===== config.mk =====
export PLATFORM = sky130hd
export DESIGN_NAME = pipeline_issue_ctrl
export DESIGN_NICKNAME = d
export VERILOG_FILES = /design/src/rtl/pipeline_pkg.sv /design/src/rtl/issue_fifo.sv /design/src/rtl/pipeline_issue_ctrl.sv
export SDC_FILE = /design/constraint.sdc
export NUM_CORES = 1
export LEC_CHECK = 0
export CORE_MARGIN = 1
export CORE_UTILIZATION = 55
export DETAILED_ROUTE_END_ITERATION = 10
export GPL_TIMING_DRIVEN = 0
export PLACE_DENSITY_LB_ADDON = 0.3
export SLEW_MARGIN = 0
export SYNTH_ARGS = -nofsm -noshare
export SYNTH_HDL_FRONTEND = slang
export SYNTH_SLANG_ARGS = --single-unit

===== constraint.sdc =====
create_clock -name clk -period 3.27 [get_ports clk]
set_clock_uncertainty 0.2 [all_clocks]
set_input_delay 0.8175 -clock clk [delete_from_list [all_inputs] [get_ports clk]]
set_output_delay 0.8175 -clock clk [all_outputs]
set_load 0.01 [all_outputs]

===== src/rtl/pipeline_pkg.sv =====
// Shared definitions for the pipeline issue controller: instruction layout and FSM states.
package pipeline_pkg;

  localparam int INSTR_W = 24;
  localparam int REG_W   = 4;

  localparam int FUNC_LSB = 20;
  localparam int FUNC_W   = 4;
  localparam int RA1_LSB  = 16;
  localparam int RA1_W    = REG_W;
  localparam int RA2_LSB  = 12;
  localparam int RA2_W    = REG_W;
  localparam int RWA_LSB  = 8;
  localparam int RWA_W    = REG_W;
  localparam int MA_LSB   = 0;
  localparam int MA_W     = 8;

  typedef enum logic [1:0] {
    IDLE  = 2'd0,
    RUN   = 2'd1,
    STALL = 2'd2,
    DRAIN = 2'd3
  } issue_state_e;

  typedef struct packed {
    logic [FUNC_W-1:0] func;
    logic [RA1_W-1:0]  ra1;
    logic [RA2_W-1:0]  ra2;
    logic [RWA_W-1:0]  rwa;
    logic [MA_W-1:0]   ma;
  } instr_t;

  // Split a raw instruction word into its named fields.
  function automatic instr_t instr_unpack(input logic [INSTR_W-1:0] word);
    instr_t f;
    f.func = word[FUNC_LSB +: FUNC_W];
    f.ra1  = word[RA1_LSB  +: RA1_W];
    f.ra2  = word[RA2_LSB  +: RA2_W];
    f.rwa  = word[RWA_LSB  +: RWA_W];
    f.ma   = word[MA_LSB   +: MA_W];
    return f;
  endfunction

endpackage


===== src/rtl/issue_fifo.sv =====
// Synchronous instruction buffer; head word is visible combinationally on rdata.
module issue_fifo #(
  parameter int DEPTH = 4,
  parameter int WIDTH = 24
) (
  input  logic             clk,
  input  logic             rst_n,
  input  logic             push,
  input  logic             pop,
  input  logic [WIDTH-1:0] wdata,
  output logic [WIDTH-1:0] rdata,
  output logic             full,
  output logic             empty
);

  localparam int AW = $clog2(DEPTH);

  logic [WIDTH-1:0] mem [DEPTH];
  logic [AW:0]      wr_ptr;
  logic [AW:0]      rd_ptr;
  logic             do_push;
  logic             do_pop;

  // Pointers carry one wrap bit so full and empty are distinguishable.
  assign empty   = (wr_ptr == rd_ptr);
  assign full    = (wr_ptr[AW] != rd_ptr[AW]) && (wr_ptr[AW-1:0] == rd_ptr[AW-1:0]);
  assign do_push = push && !full;
  assign do_pop  = pop && !empty;
  assign rdata   = mem[rd_ptr[AW-1:0]];

  // Pointer update; reset empties the buffer without touching storage.
  always_ff @(posedge clk or negedge rst_n) begin
    if (!rst_n) begin
      wr_ptr <= '0;
      rd_ptr <= '0;
    end else begin
      if (do_push) wr_ptr <= wr_ptr + 1'b1;
      if (do_pop)  rd_ptr <= rd_ptr + 1'b1;
    end
  end

  // Storage write; contents are don't-care until the pointers cover them.
  always_ff @(posedge clk) begin
    if (do_push) mem[wr_ptr[AW-1:0]] <= wdata;
  end

endmodule


===== src/rtl/pipeline_issue_ctrl.sv =====
// Issue controller: buffers instructions and issues one per cycle, stalling on
// read-after-write hazards against regbank writes still in flight.
//
//   state | meaning
//   IDLE  | FIFO empty, scoreboard clear
//   RUN   | head issuable (or writes still retiring)
//   STALL | head blocked by an in-flight write
//   DRAIN | drain held, finishing queued work
module pipeline_issue_ctrl
  import pipeline_pkg::*;
#(
  parameter int FIFO_DEPTH = 4,
  parameter int WB_LAT     = 3,
  parameter int CNT_W      = 16
) (
  input  logic               clk,
  input  logic               rst_n,
  input  logic               in_valid,
  output logic               in_ready,
  input  logic [INSTR_W-1:0] in_instr,
  input  logic               drain,
  output logic               iss_valid,
  output logic [FUNC_W-1:0]  iss_func,
  output logic [REG_W-1:0]   iss_ra1,
  output logic [REG_W-1:0]   iss_ra2,
  output logic [REG_W-1:0]   iss_rwa,
  output logic [MA_W-1:0]    iss_ma,
  output logic               idle,
  output logic [CNT_W-1:0]   issue_cnt,
  output logic [CNT_W-1:0]   stall_cnt
);

  logic               full;
  logic               empty;
  logic               push;
  logic               issue;
  logic               blocked;
  logic               hazard;
  logic               sb_busy;
  logic [INSTR_W-1:0] head_raw;
  instr_t             head;
  logic [WB_LAT-1:0]  sb_v;
  logic [REG_W-1:0]   sb_rwa [WB_LAT];
  issue_state_e       state;

  assign in_ready = !full && !drain;
  assign push     = in_valid && in_ready;
  assign head     = instr_unpack(head_raw);

  issue_fifo #(
    .DEPTH (FIFO_DEPTH),
    .WIDTH (INSTR_W)
  ) u_fifo (
    .clk   (clk),
    .rst_n (rst_n),
    .push  (push),
    .pop   (issue),
    .wdata (in_instr),
    .rdata (head_raw),
    .full  (full),
    .empty (empty)
  );

  // Hazard compare. The oldest entry is the write landing this cycle, which a
  // stage-1 read already sees, so it never blocks the head.
  always_comb begin
    hazard = 1'b0;
    for (int i = 0; i < WB_LAT - 1; i++) begin
      if (sb_v[i] && ((sb_rwa[i] == head.ra1) || (sb_rwa[i] == head.ra2))) hazard = 1'b1;
    end
  end

  assign blocked = !empty && hazard;
  assign issue   = !empty && !hazard;
  assign sb_busy = |sb_v;
  assign idle    = empty && !sb_busy;

  // Write-in-flight scoreboard: one slot per cycle of writeback latency.
  always_ff @(posedge clk or negedge rst_n) begin
    if (!rst_n) begin
      sb_v <= '0;
      for (int i = 0; i < WB_LAT; i++) sb_rwa[i] <= '0;
    end else begin
      sb_v      <= {sb_v[WB_LAT-2:0], issue};
      sb_rwa[0] <= head.rwa;
      for (int i = 1; i < WB_LAT; i++) sb_rwa[i] <= sb_rwa[i-1];
    end
  end

  // Issue registers and performance counters; fields hold between issues.
  always_ff @(posedge clk or negedge rst_n) begin
    if (!rst_n) begin
      iss_valid <= 1'b0;
      iss_func  <= '0;
      iss_ra1   <= '0;
      iss_ra2   <= '0;
      iss_rwa   <= '0;
      iss_ma    <= '0;
      issue_cnt <= '0;
      stall_cnt <= '0;
    end else begin
      iss_valid <= issue;
      if (issue) begin
        iss_func  <= head.func;
        iss_ra1   <= head.ra1;
        iss_ra2   <= head.ra2;
        iss_rwa   <= head.rwa;
        iss_ma    <= head.ma;
        issue_cnt <= issue_cnt + CNT_W'(1);
      end
      if (blocked) stall_cnt <= stall_cnt + CNT_W'(1);
    end
  end

  // Controller state tracking the buffer, scoreboard and drain request.
  always_ff @(posedge clk or negedge rst_n) begin
    if (!rst_n) begin
      state <= IDLE;
    end else begin
      case (state)
        IDLE: begin
          if (drain && !idle) state <= DRAIN;
          else if (push)      state <= RUN;
        end
        RUN, STALL: begin
          if (drain)                       state <= DRAIN;
          else if (idle && !push)          state <= IDLE;
          else if (blocked)                state <= STALL;
          else                             state <= RUN;
        end
        DRAIN: begin
          if (!drain)   state <= (idle && !push) ? IDLE : RUN;
          else if (idle) state <= IDLE;
        end
        default: state <= IDLE;
      endcase
    end
  end

endmodule

==> out/results.tsv, run 1 <==
stage	metric	value	unit
synth	average size of a mapped cell	18.0	sq um
cts	Clock Latency Late Sink	0.42	ns
floorplanning	I/O pins	87	
critical_path	reg-to-reg slack, setup	0.28	ns
layout	Layout area overhead	24.6	%
critical_path	critical path startpoint category	register	
timing	RSZ-0062 raised after global routing	no	
drt	vias	3518	
drt	DR WL/cell	19.0	um
placement	Placer Congestion	0.752	
global_route	GR Util All Layers	0.216	
cts	clock sink count	169	
synth	top post-synthesis cells by count	edfxtp_1, dfrtp_1, xnor2_1	
synth	top cell type's share of synthesized area	0.433	
power_and_ir_drop	Worst VDD drop	0.000697	V
critical_path	Worst EP required	2.25	ns
synth	Post-Syn Instances	370	
cts	H-tree Lvls	4	
placement	Setup WS pre-CTS	-0.131	ns
critical_path	R2R Path End	iss_ma[6]$_DFFE_PN0P_	
drt	WL final	12.0	mm
critical_path	kind of critical path	reg2out	
synth	Area contributors post-synth	edfxtp_1, dfrtp_1, mux4_2, mux2_2, xnor2_1	
timing	Rel. slew slack	0.103	
critical_path	R2R depth	8	
synth	Post-synth EDFFs	96	
timing	Final Critical Period	3.11	ns
critical_path	crit path DAT	2.09	ns
floorplanning	FP Rows	39	
synth	Post-Syn Area	0.00665	sq mm
drt	DRT Pass-1 Iters	7	
timing	fin worst setup slack	0.162	ns
layout	ant diodes	0	
outcome	violated checks	design-rule violations	
power_and_ir_drop	cell area power density	1020	mW/mm^2
cts	Clock transition at path regs	0.06	ns
timing	Min Hold Slack	0.141	ns
synth	synth warn	0	
drt	vias per cell	5.59	
global_route	first-pass GRT wire length	20.0	mm
synth	register area share after synthesis	0.708	
floorplanning	Die Span Y	112	um
global_route	initial antenna violation count	0	
global_route	vias in the first global route	3713	
timing	max frequency	0.322	GHz
critical_path	Worst Setup SP	u_fifo.rd_ptr[1]$_DFFE_PN0P_	
global_route	largest net degree at the start of global routing	43	
cts	root buffer cell	clkbuf_16	
synth	syn_nets	405	
synth	Most used DFF post-synth	edfxtp_1	
critical_path	CP Capture Type	output port	
synth	asr flop ratio synth	0.432	
synth	post-synthesis cell type count	28	
synth	top cell type by total area after synthesis	edfxtp_1	
power_and_ir_drop	leak pwr	0.00313	uW
layout	Filler cells	770	
critical_path	Crit Path Max Fanout	17	
drt	initial DRC count	247	
critical_path	Worst setup endpoint	idle	
cts	CTS tree	done	
layout	post-layout util	0.714	
timing	final hold viol count	0	
timing	Final Setup Violations	0	
floorplanning	die area	0.0125	sq mm
layout	layout cells sized above 1	0.210	
cts	CTS Buffer Depth	2	
layout	nets	510	
placement	HPWL Detailed	7.85	mm
outcome	status	finished with violations	
drt	Post-DRT Antenna Nets	0	
drt	DRC	7	
floorplanning	Initial Util	0.573	
floorplanning	core area	0.0116	sq mm
global_route	grt ovf	0	
power_and_ir_drop	Design Power	8420	uW
cts	cts bufs inserted	17	
cts	cts hold-fix bufs	0	
placement	port bufs	86	
timing	Final Cycle Share	0.950	
synth	most frequent cell after synthesis	edfxtp_1	
synth	Seq cells post-synth	169	
critical_path	FF-to-FF Start	u_fifo.rd_ptr[0]$_DFFE_PN0P_	
timing	Setup TNS Final	0	ns
floorplanning	die width	112	um
hold_path	Hold WC Path Type	in2async	
run	max-cap viol count	0	
timing	Worst Tran Pin Value	1.35	ns
timing	Slew Viols, Final	0	
## kinds of logic after synthesis
logic type / synth area share
flops: 0.708
simple gates: 0.0621
xor+xnor: 0.0698
mux: 0.127
buf+inv: 0.0141
fa+ha+maj: 0.0132
compound gates: 0.00620
## power breakdown
| part | switching, uW | leakage [uW] | internal, uW |
|---|---|---|---|
| clock | 754 | 0.000268 | 1150 |
| combinational | 1630 | 0.00109 | 1760 |
| sequential | 325 | 0.00177 | 2800 |
## cells in the final DEF, fill, tap and decap left out
cell type | Yosys | layout
nand3_1 | 4 | 4
o21ai_2 | 1 | 1
buf_6 | 3 | 2
xor2_1 | 21 | 21
o21ai_0 | 1 | 1
dlygate4sd2_1 | 0 | 1
clkinv_2 | 0 | 3
buf_4 | 0 | 3
and3_1 | 15 | 15
a21oi_2 | 0 | 1
buf_16 | 0 | 1
and4_1 | 3 | 3
nand2_1 | 10 | 10
and2_1 | 2 | 2
ha_1 | 7 | 7
clkbuf_1 | 2 | 5
mux4_2 | 24 | 24
nor4_4 | 0 | 1
a21boi_2 | 2 | 2
inv_1 | 6 | 6
nor3_2 | 5 | 5
buf_2 | 6 | 5
clkdlybuf4s50_1 | 0 | 83
nand4_1 | 13 | 13
nor4_2 | 1 | 1
clkbuf_16 | 0 | 17
nor3_1 | 5 | 5
clkinvlp_4 | 0 | 3
bufinv_16 | 0 | 2
xnor2_1 | 32 | 32
dfrtp_1 | 73 | 73
clkbuf_8 | 0 | 2
nor4b_2 | 1 | 1
or3_4 | 0 | 1
mux2_2 | 27 | 27
edfxtp_1 | 96 | 96
nor2_1 | 7 | 7
## layer usage
layer	global-route usage	share of wire	up-vias
met5	0	0	-
met3	0.0648	0.060	15
met2	0.350	0.50	109
met4	0.0880	0.015	0
li1	-	-	1609
met1	0.276	0.43	1785
## worst min-delay path by stage
stage / from / endpoint / slack [ns]
after floorplan: sb_v[1]$_DFF_PN0_ / sb_v[2]$_DFF_PN0_ / 0.17
after global placement: sb_v[1]$_DFF_PN0_ / sb_v[2]$_DFF_PN0_ / 0.19
after detailed placement: sb_v[1]$_DFF_PN0_ / sb_v[2]$_DFF_PN0_ / 0.20
after CTS: rst_n / stall_cnt[4]$_DFFE_PN0P_ / 0.14
after global routing: rst_n / stall_cnt[13]$_DFFE_PN0P_ / 0.17
final: rst_n / stall_cnt[4]$_DFFE_PN0P_ / 0.14
## timing repair
action	in CTS	in global routing
endpoints found under the setup margin	99	50
setup buffers	0	1
pin swaps	0	2
endpoints found under the hold margin	0	0
resized for setup	11	0
## flip-flops by register name, indices dropped and copies added, names as in the netlist
name           cells
u_fifo.wr_ptr      3
u_fifo.mem        96
iss_ra1            4
iss_ra2            4
u_fifo.rd_ptr      3
issue_cnt         16
iss_ma             8
sb_v               3
iss_func           4
stall_cnt         16
iss_rwa            4
sb_rwa             8
## cell type report
type	count	area, sq um	share of cell area
timing repair buffer	88	887	0.107
clock inverter	8	97.6	0.0118
tap	143	179	0.0216
buffer	9	57.6	0.00694
inverter	6	22.5	0.00272
multi-input combinational	184	1870	0.226
sequential	169	4710	0.568
clock buffer	22	464	0.0560
## through the flow
step / cell area [sq um] / cells
floorplan: 6650 / 370
global placement: 7690 / 599
detailed placement: 7720 / 600
CTS: 8300 / 630
global route: 8290 / 629
finish: 8290 / 629
## worst max-delay path, cell delays in order (launching register included)
cell     delay (ns)
dfrtp_1        0.39
buf_4          0.23
xor2_1         0.21
or3_4          0.43
nor4_4         0.24
buf_2          0.18
Note: power is estimated with default switching activity, not from simulation.
==> run 2: changes to the inputs <==
--- a/config.mk
+++ b/config.mk
@@ -6,7 +6,7 @@
 export NUM_CORES = 1
 export LEC_CHECK = 0
 export CORE_MARGIN = 1
-export CORE_UTILIZATION = 55
+export CORE_UTILIZATION = 49
 export DETAILED_ROUTE_END_ITERATION = 10
 export GPL_TIMING_DRIVEN = 0
 export PLACE_DENSITY_LB_ADDON = 0.3
@@ -14,3 +14,4 @@
 export SYNTH_ARGS = -nofsm -noshare
 export SYNTH_HDL_FRONTEND = slang
 export SYNTH_SLANG_ARGS = --single-unit
+export TNS_END_PERCENT = 30
==> constraint.sdc (replaced) <==
create_clock -name clk -period 2.6 [get_ports clk]
set_clock_uncertainty 0.2 [all_clocks]
set_input_delay 0.65 -clock clk [delete_from_list [all_inputs] [get_ports clk]]
set_output_delay 0.65 -clock clk [all_outputs]
set_load 0.01 [all_outputs]
==> out/results.tsv, run 2 (synthesized netlist as in run 1, its figures left out) <==
stage	metric	value	unit	change
hold_path	Hold Path End	sb_v[2]$_DFF_PN0_		
drt	vias per cell	5.34		-4.6%
floorplanning	die width	119	um	+5.8%
critical_path	R2R depth	11		+3
timing	Final Critical Period	2.91	ns	
drt	DRC	0		-7
timing	Final Setup Violations	60		+60
drt	WL final	12.5	mm	+4.3%
global_route	first-pass GRT wire length	19.7	mm	-1.5%
timing	fin worst setup slack	-0.307	ns	-0.469 ns
hold_path	Worst Hold Launch	sb_v[1]$_DFF_PN0_		
timing	Min Hold Slack	0.265	ns	+0.124 ns
drt	vias	3619		+2.9%
placement	Placer Congestion	0.764		+1.5%
layout	nets	524		+2.7%
layout	layout cells sized above 1	0.273		+0.0630
layout	max reg flops	96		unchanged
floorplanning	die area	0.0140	sq mm	+12%
critical_path	Worst EP required	1.75	ns	-0.50 ns
cts	CTS Buffer Depth	2		unchanged
critical_path	CP Cell Sequence	buf_6 > buf_12 > xor2_2 > or3_4 > nor4_4 > buf_2		
cts	H-tree Lvls	4		unchanged
cts	cts bufs inserted	17		unchanged
floorplanning	Die Span Y	119	um	+5.8%
power_and_ir_drop	Int Pwr	8100	uW	+42%
floorplanning	Initial Util	0.502		-0.0705
power_and_ir_drop	Design Power	11900	uW	+41%
global_route	initial antenna violation count	0		unchanged
placement	Setup WS pre-CTS	-0.686	ns	-0.554 ns
floorplanning	FP Rows	42		+7.7%
run	max-cap viol count	0		unchanged
power_and_ir_drop	logic gate share of total power	0.449		+0.047
critical_path	crit path DAT	2.06	ns	-0.03 ns
drt	Post-DRT Antenna Nets	0		unchanged
timing	Slew Viols, Final	0		unchanged
layout	ant diodes	0		unchanged
critical_path	critical path startpoint category	register		
global_route	GR Util All Layers	0.189		-0.0273
placement	placed cells	633		+5.5%
timing	max frequency	0.344	GHz	
timing	Final Cycle Share	1.12		
critical_path	Crit Path Max Fanout	3		-14
cts	clock sink count	169		unchanged
placement	port bufs	86		unchanged
layout	Multi-input gate area	0.00199	sq mm	+5.9%
power_and_ir_drop	Worst VDD drop	0.000738	V	+5.9%
critical_path	CP max-delay cell	or3_4		
timing	RSZ-0062 raised after global routing	yes		
global_route	vias in the first global route	3766		+1.4%
power_and_ir_drop	switching part of the total	0.318		-0.00392
cts	CTS tree	done		
power_and_ir_drop	Psw	3780	uW	+39%
cts	root buffer cell	clkbuf_16		
timing	Rel. slew slack	0.412		+0.309
cts	Clock transition at path regs	0.06	ns	about the same
cts	Clock Latency Late Sink	0.42	ns	about the same
layout	Layout area overhead	31.0	%	
layout	post-layout util	0.658		-0.0560
power_and_ir_drop	sequential power share	0.333		-0.038
layout	Final Non-Filler Cells	678		+7.8%
placement	HPWL Detailed	7.60	mm	-3.1%
power_and_ir_drop	cell area power density	1360	mW/mm^2	+34%
critical_path	reg-to-reg slack, setup	-0.27	ns	-0.55 ns
hold_path	Hold WC Path Type	reg2reg		
power_and_ir_drop	Clock power frac	0.219		-0.007
critical_path	CP Capture Type	output port		
outcome	status	finished with violations		
floorplanning	I/O pins	87		unchanged
critical_path	R2R Path End	iss_rwa[2]$_DFFE_PN0P_		
timing	Worst Tran Pin Value	0.882	ns	-0.463 ns
outcome	violated checks	negative setup slack		
layout	register area	0.00471	sq mm	unchanged
drt	DRT Pass-1 Iters	4		-3
layout	most frequent cells in the layout	edfxtp_1, clkdlybuf4s50_1, dfrtp_1		
floorplanning	core area	0.0132	sq mm	+14%
global_route	grt ovf	0		unchanged
layout	most common cell after layout, fill and taps aside	edfxtp_1		
critical_path	kind of critical path	reg2out		
drt	initial DRC count	197		-20%
layout	Filler cells	957		+24%
critical_path	worst stage delay on the critical path	0.41	ns	-0.02 ns
drt	DR WL/cell	18.4	um	-3.3%
global_route	largest net degree at the start of global routing	60		+40%
critical_path	FF-to-FF Start	u_fifo.rd_ptr[0]$_DFFE_PN0P_		
power_and_ir_drop	leak pwr	0.00331	uW	+5.7%
hold_path	hold depth	0		
timing	final hold viol count	0		unchanged
-- run 2: cell count changes in the layout (fill, tap and decap cells not counted), moves of 3 or more --
cell / change
buf_2: -3
xnor2_1: -5
buf_4: +6
buf_6: +3
buf_12: +6
xnor2_2: +5
and3_1: -6
nor2_1: -4
and3_2: +4
nor2_2: +4
-- run 2: worst max-delay path by stage --
stage                                 start                         end  slack (ns)
2_1_floorplan  u_fifo.rd_ptr[1]$_DFFE_PN0P_  u_fifo.mem[2][0]$_DFFE_PP_       -0.04
3_3_place_gp                          rst_n       iss_ma[6]$_DFFE_PN0P_       -2.04
3_5_place_dp   u_fifo.rd_ptr[1]$_DFFE_PN0P_  u_fifo.mem[2][0]$_DFFE_PP_       -0.69
4_1_cts        u_fifo.rd_ptr[0]$_DFFE_PN0P_                        idle       -0.30
5_1_grt        u_fifo.rd_ptr[0]$_DFFE_PN0P_    issue_cnt[5]$_DFFE_PN0P_       -0.37
6_report       u_fifo.rd_ptr[1]$_DFFE_PN0P_                        idle       -0.31
-- run 2: layout make-up --
type,instances,share of cell area
Sequential cell,169,0.540
Buffer,11,0.0169
Timing Repair Buffer,100,0.116
Multi-Input combinational cell,184,0.228
Inverter,6,0.00258
Clock inverter,11,0.0167
Clock buffer,21,0.0540
Tap cell,176,0.0253
-- run 2: through the flow --
stage,TNS (ns),cell area [sq um]
after CTS,-10.16,8550
after global placement,-206.23,7740
after detailed placement,-63.11,7760
final,-11.19,8710
after global routing,-17.43,8710
after floorplan,-2.46,6660
-- run 2: power groups by stage --
stage / sequential (uW) / clock, uW / combinational (uW)
after floorplan: 4010 / 0 / 2750
after global placement: 3930 / 0 / 4180
after detailed placement: 3970 / 0 / 4260
after CTS: 3930 / 2630 / 4740
after global routing: 4020 / 2750 / 5690
final: 3950 / 2600 / 5330
-- run 2: worst max-delay path: cells and delay by family, from the launching register on --
kind	cells	cell delay, ns
simple gates	2	0.62
xor+xnor	1	0.18
buf+inv	3	0.42
flops	1	0.40
-- run 2: repair_timing --
action	CTS	global route
setup endpoints to repair	159	62
hold buffers	1	0
gates cloned	0	1
pin swaps	5	3
buffers inserted	7	4
gates resized for setup	33	26
endpoints found under the hold margin	14	0
-- run 2: per-layer routing --
metal	global-route usage	up-vias	routed length [um]
met5	0	-	0
met4	0.0783	0	204
met3	0.0483	16	566
met2	0.306	98	6280
met1	0.243	1861	5440
li1	-	1644	-
